--- src/rtl/overture_io_bridge.sv ---
// overture_io_bridge: input/output FIFO stage around overture_cpu.
// Gates the CPU run line so reads and writes never lose data.
module overture_io_bridge #(
  parameter int IN_DEPTH  = 16,
  parameter int OUT_DEPTH = 16,
  localparam int ICW = $clog2(IN_DEPTH + 1),
  localparam int OCW = $clog2(OUT_DEPTH + 1)
) (
  input  logic           clk,
  input  logic           reset,
  input  logic           run_req,
  input  logic [7:0]     cpu_instr,
  input  logic [7:0]     cpu_out_port,
  output logic           cpu_run,
  output logic [7:0]     cpu_in_port,
  input  logic [7:0]     in_data,
  input  logic           in_valid,
  output logic           in_ready,
  output logic [7:0]     out_data,
  output logic           out_valid,
  input  logic           out_ready,
  output logic [ICW-1:0] in_count,
  output logic [OCW-1:0] out_count,
  output logic [15:0]    stall_cycles
);
  localparam int IAW = $clog2(IN_DEPTH);
  localparam int OAW = $clog2(OUT_DEPTH);

  logic [7:0]     in_mem [IN_DEPTH];
  logic [7:0]     out_mem [OUT_DEPTH];
  logic [IAW-1:0] in_rd, in_wr;
  logic [OAW-1:0] out_rd, out_wr;
  logic           cap_pend;
  logic           is_rd, is_wr, stall;
  logic           in_push, in_pop, out_push, out_pop;
  logic [OCW:0]   out_fill;

  // Decode I/O moves and decide whether the CPU may advance
  always_comb begin
    is_rd    = (cpu_instr[7:6] == 2'b10) && (cpu_instr[5:3] == 3'b110);
    is_wr    = (cpu_instr[7:6] == 2'b10) && (cpu_instr[2:0] == 3'b110);
    out_fill = {1'b0, out_count} + (OCW+1)'(cap_pend);
    stall    = (is_rd && in_count == '0) ||
               (is_wr && out_fill >= (OCW+1)'(OUT_DEPTH));
    cpu_run  = run_req && !stall && !reset;
    in_ready = in_count < ICW'(IN_DEPTH);
    out_valid = out_count != '0;
    in_push  = in_valid && in_ready;
    in_pop   = cpu_run && is_rd && in_count != '0;
    out_push = cap_pend && out_count < OCW'(OUT_DEPTH);
    out_pop  = out_valid && out_ready;
    cpu_in_port = (in_count == '0) ? 8'h00 : in_mem[in_rd];
    out_data    = out_valid ? out_mem[out_rd] : 8'h00;
  end

  // Input FIFO: host pushes, CPU reads pop
  always_ff @(posedge clk) begin
    if (reset) begin
      in_rd    <= '0;
      in_wr    <= '0;
      in_count <= '0;
    end else begin
      if (in_push) begin
        in_mem[in_wr] <= in_data;
        in_wr <= in_wr + 1'b1;
      end
      if (in_pop)
        in_rd <= in_rd + 1'b1;
      if (in_push && !in_pop)
        in_count <= in_count + 1'b1;
      else if (!in_push && in_pop)
        in_count <= in_count - 1'b1;
    end
  end

  // Output FIFO: capture the port one cycle after a write executes
  always_ff @(posedge clk) begin
    if (reset) begin
      cap_pend  <= 1'b0;
      out_rd    <= '0;
      out_wr    <= '0;
      out_count <= '0;
    end else begin
      cap_pend <= cpu_run && is_wr;
      if (out_push) begin
        out_mem[out_wr] <= cpu_out_port;
        out_wr <= out_wr + 1'b1;
      end
      if (out_pop)
        out_rd <= out_rd + 1'b1;
      if (out_push && !out_pop)
        out_count <= out_count + 1'b1;
      else if (!out_push && out_pop)
        out_count <= out_count - 1'b1;
    end
  end

  // Saturating count of cycles the host wanted to run but was held
  always_ff @(posedge clk) begin
    if (reset)
      stall_cycles <= '0;
    else if (run_req && !cpu_run && stall_cycles != 16'hFFFF)
      stall_cycles <= stall_cycles + 16'd1;
  end
endmodule

--- config.mk ---
export PLATFORM = sky130hd
export DESIGN_NAME = overture_io_bridge
export DESIGN_NICKNAME = d
export VERILOG_FILES = /design/src/rtl/overture_io_bridge.sv
export SDC_FILE = /design/constraint.sdc
export NUM_CORES = 1
export LEC_CHECK = 0
export ABC_AREA = 1
export CORE_AREA = 3 3 213 215
export CTS_CLUSTER_SIZE = 14
export DETAILED_ROUTE_END_ITERATION = 7
export DIE_AREA = 0 0 216 218
export PLACE_DENSITY = 0.49
export SYNTH_ARGS = -nofsm -noshare
export SYNTH_HDL_FRONTEND = slang
export SYNTH_SLANG_ARGS = --single-unit
--- constraint.sdc ---
create_clock -name clk -period 6.7 [get_ports clk]
set_clock_uncertainty 0.2 [all_clocks]
set_input_delay 1.675 -clock clk [delete_from_list [all_inputs] [get_ports clk]]
set_output_delay 1.675 -clock clk [all_outputs]
set_load 0.02 [all_outputs]
Word-level counts from Yosys, hierarchy flattened
Memory sizes are Yosys's and may differ from the RTL's. A register that Yosys moved wholly into a read port is not among the register bits.
Cells that the tools add are included.
{ "word_totals": {"ff_bits": 43, "ram_bits": 256, "inputBits": 29, "memories": 2} }
{ "classes": {"n_addsub": 10, "n_lt_le_gt_ge": 3, "n_eq_ne": 4, "muxes": 16, "reduce_logical": 31} }
{ "mem_list": {"columns": ["memory", "words", "word_bits", "read_ports", "rd_ports_with_merged_regs", "write_ports", "line", "rtl"], "rows": [
  ["in_mem", 16, 8, 1, 1, 1, "29", "logic [7:0] in_mem [IN_DEPTH];"],
  ["out_mem", 16, 8, 1, 1, 1, "30", "logic [7:0] out_mem [OUT_DEPTH];"]
]} }
{ "op_table": {"columns": ["cell", "count"], "rows": [
  ["5-bit two-way mux", 4],
  ["1-bit logical AND", 18],
  ["16-bit by 1-bit adder with 16-bit output, second input constant", 1],
  ["4-bit by 1-bit adder with 4-bit output, second input constant", 4],
  ["4-bit two-way mux", 4],
  ["8-bit two-way mux", 2],
  ["16-bit inequality test, second input constant", 1],
  ["5-bit by 1-bit adder with 5-bit output, second input constant", 2],
  ["5-bit less-than comparator, second input constant", 2],
  ["5-bit nonzero test", 2],
  ["5-bit by 1-bit subtractor with 5-bit output, second input constant", 2],
  ["1-bit logical NOT", 7],
  ["5-bit by 1-bit adder with 6-bit output", 1],
  ["3-bit equality test, second input constant", 2],
  ["6-bit by 5-bit greater-or-equal comparator with 1-bit output, second input constant", 1],
  ["1-bit two-way mux", 6],
  ["5-bit logical NOT", 1],
  ["2-bit nonzero test", 2],
  ["2-bit equality test, second input constant", 1],
  ["1-bit logical OR", 1]
]} }

Logic depth before layout (Yosys ltp)
Gate-level depths: netlist of run 1.
{ "logic_depth": {"ltp_word": 12, "mapped_depth": 14, "ltp_nobuf": 14} }

Worst setup path before layout of run 1
No wires, ideal clock.
{ "synth_path": {"path_kind": "input port to output port", "startpoint": "input run_req", "endpoint": "output cpu_run", "t_arrival_ps": 2609, "required_ps": 4825, "slack_ps": 2216, "cell_stages": 6, "cell_sequence": "buf_2 -> inv_1 -> nor2_1 -> nand3_2 -> buf_2 -> inv_1"} }
{ "synth_via": {"elab_chain_cells": 2} }
{ "synth_rtl": {"columns": ["item", "line", "rtl"], "rows": [
  ["from (decl)", "11", "input logic run_req,"],
  ["1-bit logical AND (2 in series)", "45", "cpu_run = run_req && !stall && !reset;"],
  ["to (decl)", "14", "output logic cpu_run,"]
]} }
No other way between the ends.

Final worst setup path of run 1
Same ends and word-level chain as after synthesis.

==> results of run 1 <==
## cells by family (layout without fill, tap and decap cells)
group	Yosys count	count (layout)	share of synthesized area, %
AND/OR/NAND/NOR	484	484	15.8
flip-flops	307	307	67.0
AO/OA/AOI/OAI	240	240	10.7
buffers and inverters	115	203	3.53
adder cells (fa/ha/maj)	21	21	2.14
XOR/XNOR	12	12	0.809
## stage by stage
step / utilization [%] / area (um^2) / setup WS, ps / instances / hold WS [ps]
finish: 35.1 / 15400 / 1040 / 1859 / 290
global route: 35.1 / 15400 / 920 / 1859 / 325
CTS: 35.1 / 15400 / 1040 / 1859 / 292
detailed placement: 32.6 / 14300 / 1050 / 1799 / 284
global placement: 32.6 / 14300 / 1100 / 1799 / 267
floorplan: - / 13000 / 2220 / 1179 / 246
## layout make-up
type / count / area, um^2
Fill cell: 4404 / 28500
Sequential cell: 307 / 8710
Multi-Input combinational cell: 757 / 3820
Clock buffer: 45 / 958
Timing Repair Buffer: 85 / 816
Tap cell: 592 / 741
Inverter: 58 / 218
Clock inverter: 15 / 148
## power by group
part,switching [uW],internal [uW],total [uW]
Clock,741,1120,1860
Combinational,646,355,1000
Sequential,43.1,2110,2150
Total,1430,3590,5020
## registers in the layout (all words and copies together), names as in the netlist, named ones only
name          flops
in_rd             4
in_wr             4
cap_pend          1
stall_cycles     16
in_count          5
out_count         5
in_mem          128
out_rd            4
out_mem         128
out_wr            4
## synthesized netlist by cell type (all sizes together)
library cell	n
clkbuf	39
fa	2
a2111oi	1
xor2	9
edfxtp	256
nand4	24
xnor2	3
a21oi	90
buf	18
o21ai	99
clkinv	1
o31ai	16
o221ai	16
nor3	8
nand3	68
dfxtp	51
ha	19
nand3b	2
nand2	203
o211ai	16
nor2	178
o21a	1
o21bai	1
inv	57
nor4	1
## worst max-delay path, stage by stage
cell	delay, ps
clkdlybuf4s50_1	460
buf_4	240
inv_1	60
nor2_1	160
nand3_2	370
inv_1	180
clkdlybuf4s50_1	630
## layer usage
metal | wire length, um | GRT usage [%] | vias to the layer above
met5 | 13 | 0 | -
met4 | 661 | 3.76 | 2
met3 | 1710 | 2.47 | 47
met2 | 15700 | 22.8 | 218
met1 | 15300 | 19.4 | 4249
li1 | - | - | 4300
## worst min-delay path by stage
stage / start / end / cells past startpoint
detailed placement: out_rd[2] / out_rd[2] / 2
floorplan: out_rd[2] / register / 2
finish: out_rd[2] / out_rd[2] / 2
global placement: out_rd[2] / out_rd[2] / 2
CTS: out_rd[2] / out_rd[2] / 2
global route: out_rd[2] / out_rd[2] / 2
## cell usage in the layout (no fill, tap or decap), drive strengths merged, types with 2 or more instances in the layout
cell type      instances
xor2                   9
xnor2                  3
nand4                 24
clkdlybuf4s50         72
bufinv                 3
o31ai                 16
o21ai                 99
ha                    19
nand2                203
buf                   13
o211ai                16
nor2                 178
nor3                   8
clkbuf                45
nand3b                 2
fa                     2
inv                   57
clkinv                11
clkinvlp               2
dfxtp                 51
o221ai                16
edfxtp               256
a21oi                 90
nand3                 68
==> impl_metrics.env, run 1 <==
export IMPL_layout_drive_gt1_share_pct=7.10
export IMPL_cts_resized=0
export IMPL_power_leakage_uw=0.00522
export IMPL_grt_max_degree=65
export IMPL_grt_pass1_vias=8445
export IMPL_area_growth_pct=18.7
export IMPL_r2r_start="in_count[4]"
export IMPL_peakVddDrop_uv=132
export IMPL_ys_ff_latch=307
export IMPL_status="finished, final reports clean"
export IMPL_htree_levels=2
export IMPL_cp_startpoint="run_req"
export IMPL_setup_viol=0
export IMPL_final_min_clock_period_ps=5660
export IMPL_endpoint="cpu_run"
export IMPL_cts_setup_buffers=0
export IMPL_finalMaxSlewViolations=0
export IMPL_clk_latency_ps=510
export IMPL_route_detailed_drc=0
export IMPL_wl_per_cell_um=18.0
export IMPL_gp_congestion=0.762
export IMPL_first_pass_iters=5
export IMPL_finalSetupTns_ps=0
export IMPL_cp_end_kind="output pin"
export IMPL_ys_seq_area_share_pct=67.0
export IMPL_clock_path_buffers=3
export IMPL_worst_pin_slew_ps=1130
export IMPL_grt_pass1_wl_mm=51.5
export IMPL_yosysTopAreaCell="edfxtp_1"
export IMPL_rsz0062_at_grt="false"
export IMPL_cts_hold_buf=0
export IMPL_cts_tree="yes"
export IMPL_clk_pin_slew_worst_paths_ps=60
export IMPL_drt_iter0_markers=737
export IMPL_vias=8816
export IMPL_root_buffer="clkbuf_16"
export IMPL_ios=74
export IMPL_period_share_pct=84.5
export IMPL_die_h_um=218
export IMPL_vias_per_cell=4.74
export IMPL_critPathMaxFanout=19
export IMPL_r2r_cells=14
export IMPL_netlist_area_um2=13000
export IMPL_drtAntennaViolNets=0
export IMPL_antenna_found_initial=1
export IMPL_routed_wl_mm=33.4
export IMPL_start_kind="primary input"
export IMPL_num_rows=77
export IMPL_grt_usage_pct=14.0
export IMPL_finalHoldViolations=0
export IMPL_clock_sinks=307
export IMPL_syn_inst=1179
export IMPL_synth_top_area_share_pct=59.2
export IMPL_grt_overflow=0
export IMPL_num_antenna_cells=0
export IMPL_r2r_end="in_count[4]"
export IMPL_power_uw=5020
export IMPL_cp_data_arrival_time_ps=3780
export IMPL_path_class="in -> out"
export IMPL_min_path_type="reg -> reg"
export IMPL_dpl_hpwl_mm=20.8
export IMPL_max_cap_viol_count=0
export IMPL_chipWidth_um=216
export IMPL_reg2reg_slack_ps=3600
export IMPL_synth_cell_type_count=35
export IMPL_nNetsFinal=1294
export IMPL_cts_inserted_buffers=35
export IMPL_die_area_um2=47100
export IMPL_numPortBuffers=73
export IMPL_crit_required_ps=4830
export IMPL_initial_core_util_pct=29.6
export IMPL_slew_headroom_pct=24.9
export IMPL_clock_fmax_ghz=0.177
export IMPL_core_area_um2=43900
export IMPL_ys_warn_count=0
export IMPL_ys_top_cells_by_area="edfxtp_1, dfxtp_1, nand2_1"
export IMPL_syn_avg_cell_area_um2=11.0
export IMPL_syn_nets=1229
export IMPL_power_density_nw_per_um2=326
Note: power is estimated with default switching activity, not from simulation.
==> run 2, diff against run 1 <==
--- a/config.mk
+++ b/config.mk
@@ -10,7 +10,7 @@
 export CTS_CLUSTER_SIZE = 14
 export DETAILED_ROUTE_END_ITERATION = 7
 export DIE_AREA = 0 0 216 218
-export PLACE_DENSITY = 0.49
+export PLACE_DENSITY = 0.51
 export SYNTH_ARGS = -nofsm -noshare
 export SYNTH_HDL_FRONTEND = slang
 export SYNTH_SLANG_ARGS = --single-unit
==> constraint.sdc (replaced) <==
create_clock -name clk -period 5.16 [get_ports clk]
set_clock_uncertainty 0.2 [all_clocks]
set_input_delay 1.29 -clock clk [delete_from_list [all_inputs] [get_ports clk]]
set_output_delay 1.29 -clock clk [all_outputs]
set_load 0.02 [all_outputs]
==> impl_metrics.env, run 2 (same netlist as run 1, synthesis figures left out) <==
export IMPL_path_class="reg -> out"
export IMPL_final_common_cell="edfxtp_1"
export IMPL_route_detailed_drc=0
export IMPL_core_area_um2=43900
export IMPL_htree_levels=2
export IMPL_vias_per_cell=4.72
export IMPL_status="finished, final reports clean"
export IMPL_routed_wl_mm=32.3
export IMPL_initial_core_util_pct=29.6
export IMPL_crit_required_ps=3670
export IMPL_max_cap_viol_count=0
export IMPL_first_pass_iters=5
export IMPL_grt_pass1_wl_mm=50.6
export IMPL_slew_headroom_pct=25.0
export IMPL_area_growth_pct=19.9
export IMPL_grt_overflow=0
export IMPL_rsz0062_at_grt="false"
export IMPL_final_min_clock_period_ps=4420
export IMPL_power_leakage_uw=0.00531
export IMPL_power_density_nw_per_um2=425
export IMPL_reg2reg_slack_ps=2130
export IMPL_grt_usage_pct=13.7
export IMPL_pre_cts_ws_ps=830
export IMPL_crit_slowest_cell="clkdlybuf4s50_1"
export IMPL_clock_sinks=307
export IMPL_fin_ws_ps=736
export IMPL_critPathMaxFanout=20
export IMPL_cts_inserted_buffers=36
export IMPL_r2r_start="in_count[0]"
export IMPL_start_kind="register"
export IMPL_nNetsFinal=1302
export IMPL_cp_data_arrival_time_ps=2930
export IMPL_r2r_cells=14
export IMPL_cp_end_kind="output pin"
export IMPL_wl_per_cell_um=17.3
export IMPL_numPortBuffers=73
export IMPL_place_inst=1806
export IMPL_cp_cell_sequence="inv_2, buf_4, nand2_1, nand3_1, nand2_1, a21oi_1, o31ai_1, a21oi_1, clkdlybuf4s50_1"
export IMPL_chipWidth_um=216
export IMPL_placed_cell_area_um2=14400
export IMPL_critPathMaxStageDelay_ps=640
export IMPL_cts_resized=0
export IMPL_finalMaxSlewViolations=0
export IMPL_fin_area_um2=15600
export IMPL_peakVddDrop_uv=261
export IMPL_fin_cells=1870
export IMPL_top_regs="in_mem (128), out_mem (128), stall_cycles (16)"
export IMPL_worst_pin_slew_ps=1120
export IMPL_layout_common_cells="edfxtp_1, nand2_1, nor2_1, o21ai_0, a21oi_1"
export IMPL_gp_congestion=0.821
export IMPL_finalHoldViolations=0
export IMPL_root_buffer="clkbuf_16"
export IMPL_hold_end="out_rd[2]"
export IMPL_num_rows=77
export IMPL_utilization_pct=35.4
export IMPL_cts_setup_buffers=0
export IMPL_finalSetupTns_ps=0
export IMPL_min_path_type="reg -> reg"
export IMPL_die_h_um=218
export IMPL_cts_tree="yes"
export IMPL_cpLargestDelayFamily="buffers and inverters"
export IMPL_grt_max_degree=65
export IMPL_hold_path_depth=2
export IMPL_layout_drive_gt1_share_pct=8.45
export IMPL_die_area_um2=47100
export IMPL_grt_pass1_vias=8745
export IMPL_r2r_end="in_count[4]"
export IMPL_setup_viol=0
export IMPL_drt_iter0_markers=606
export IMPL_dpl_hpwl_mm=20.7
export IMPL_clk_pin_slew_worst_paths_ps=60
export IMPL_period_share_pct=85.7
export IMPL_drtAntennaViolNets=0
export IMPL_clock_fmax_ghz=0.226
export IMPL_num_antenna_cells=0
export IMPL_clk_latency_ps=530
export IMPL_antenna_found_initial=0
export IMPL_clock_path_buffers=3
export IMPL_critPathBufInv=3
export IMPL_min_from="out_rd[2]"
export IMPL_cts_hold_buf=0
export IMPL_ios=74
export IMPL_vias=8834
[run 2: layout make-up]
class,count,area (um^2)
multi-input cells,757,3830
inverters,58,218
clock inverters,20,178
well taps,592,741
repair buffers,92,881
fillers,4398,28400
clock buffers,44,1020
flip-flops and latches,307,8710
[run 2: how the worst max path moves through the flow]
stage	startpoint	endpoint	slack (ps)	depth (start not counted)
final	register	cpu_in_port[2]	740	9
after detailed placement	cpu_instr[2]	cpu_run	830	7
after floorplan	run_req	cpu_run	1450	6
after global placement	cpu_instr[2]	cpu_run	870	7
after global routing	register	out_data[0]	540	7
after CTS	register	out_data[1]	670	6
[run 2: routing by layer]
metal | global-route usage [%] | up-vias | wire length, um
met5 | 0 | - | 0
met4 | 4.40 | 0 | 622
met3 | 2.65 | 43 | 1390
met2 | 22.8 | 178 | 15500
met1 | 18.3 | 4282 | 14800
li1 | - | 4331 | -
[run 2: worst reg2reg max path: stages (launching register included)]
cell	delay, ps
dfxtp_1	380
inv_1	120
nand2_1	90
nor2_4	330
nand2_1	150
nand4_1	320
ha_1	210
inv_1	100
fa_1	430
nand3_1	90
nand2_1	60
a21oi_1	110
o21ai_0	110
o21ai_0	160
a21oi_1	60
[run 2: stage by stage]
stage                     hold slack (ps)  power (uW)
after floorplan                       246        3620
after global placement                268        4150
after detailed placement              281        4160
after CTS                             293        6720
after global routing                  336        6940
final                                 292        6620
[run 2: report_power, final]
group	switching (uW)	total [uW]	leakage [uW]	internal [uW]
Sequential	54.4	2800	0.00272	2740
Combinational	815	1280	0.00200	465
Clock	997	2550	0.000591	1550
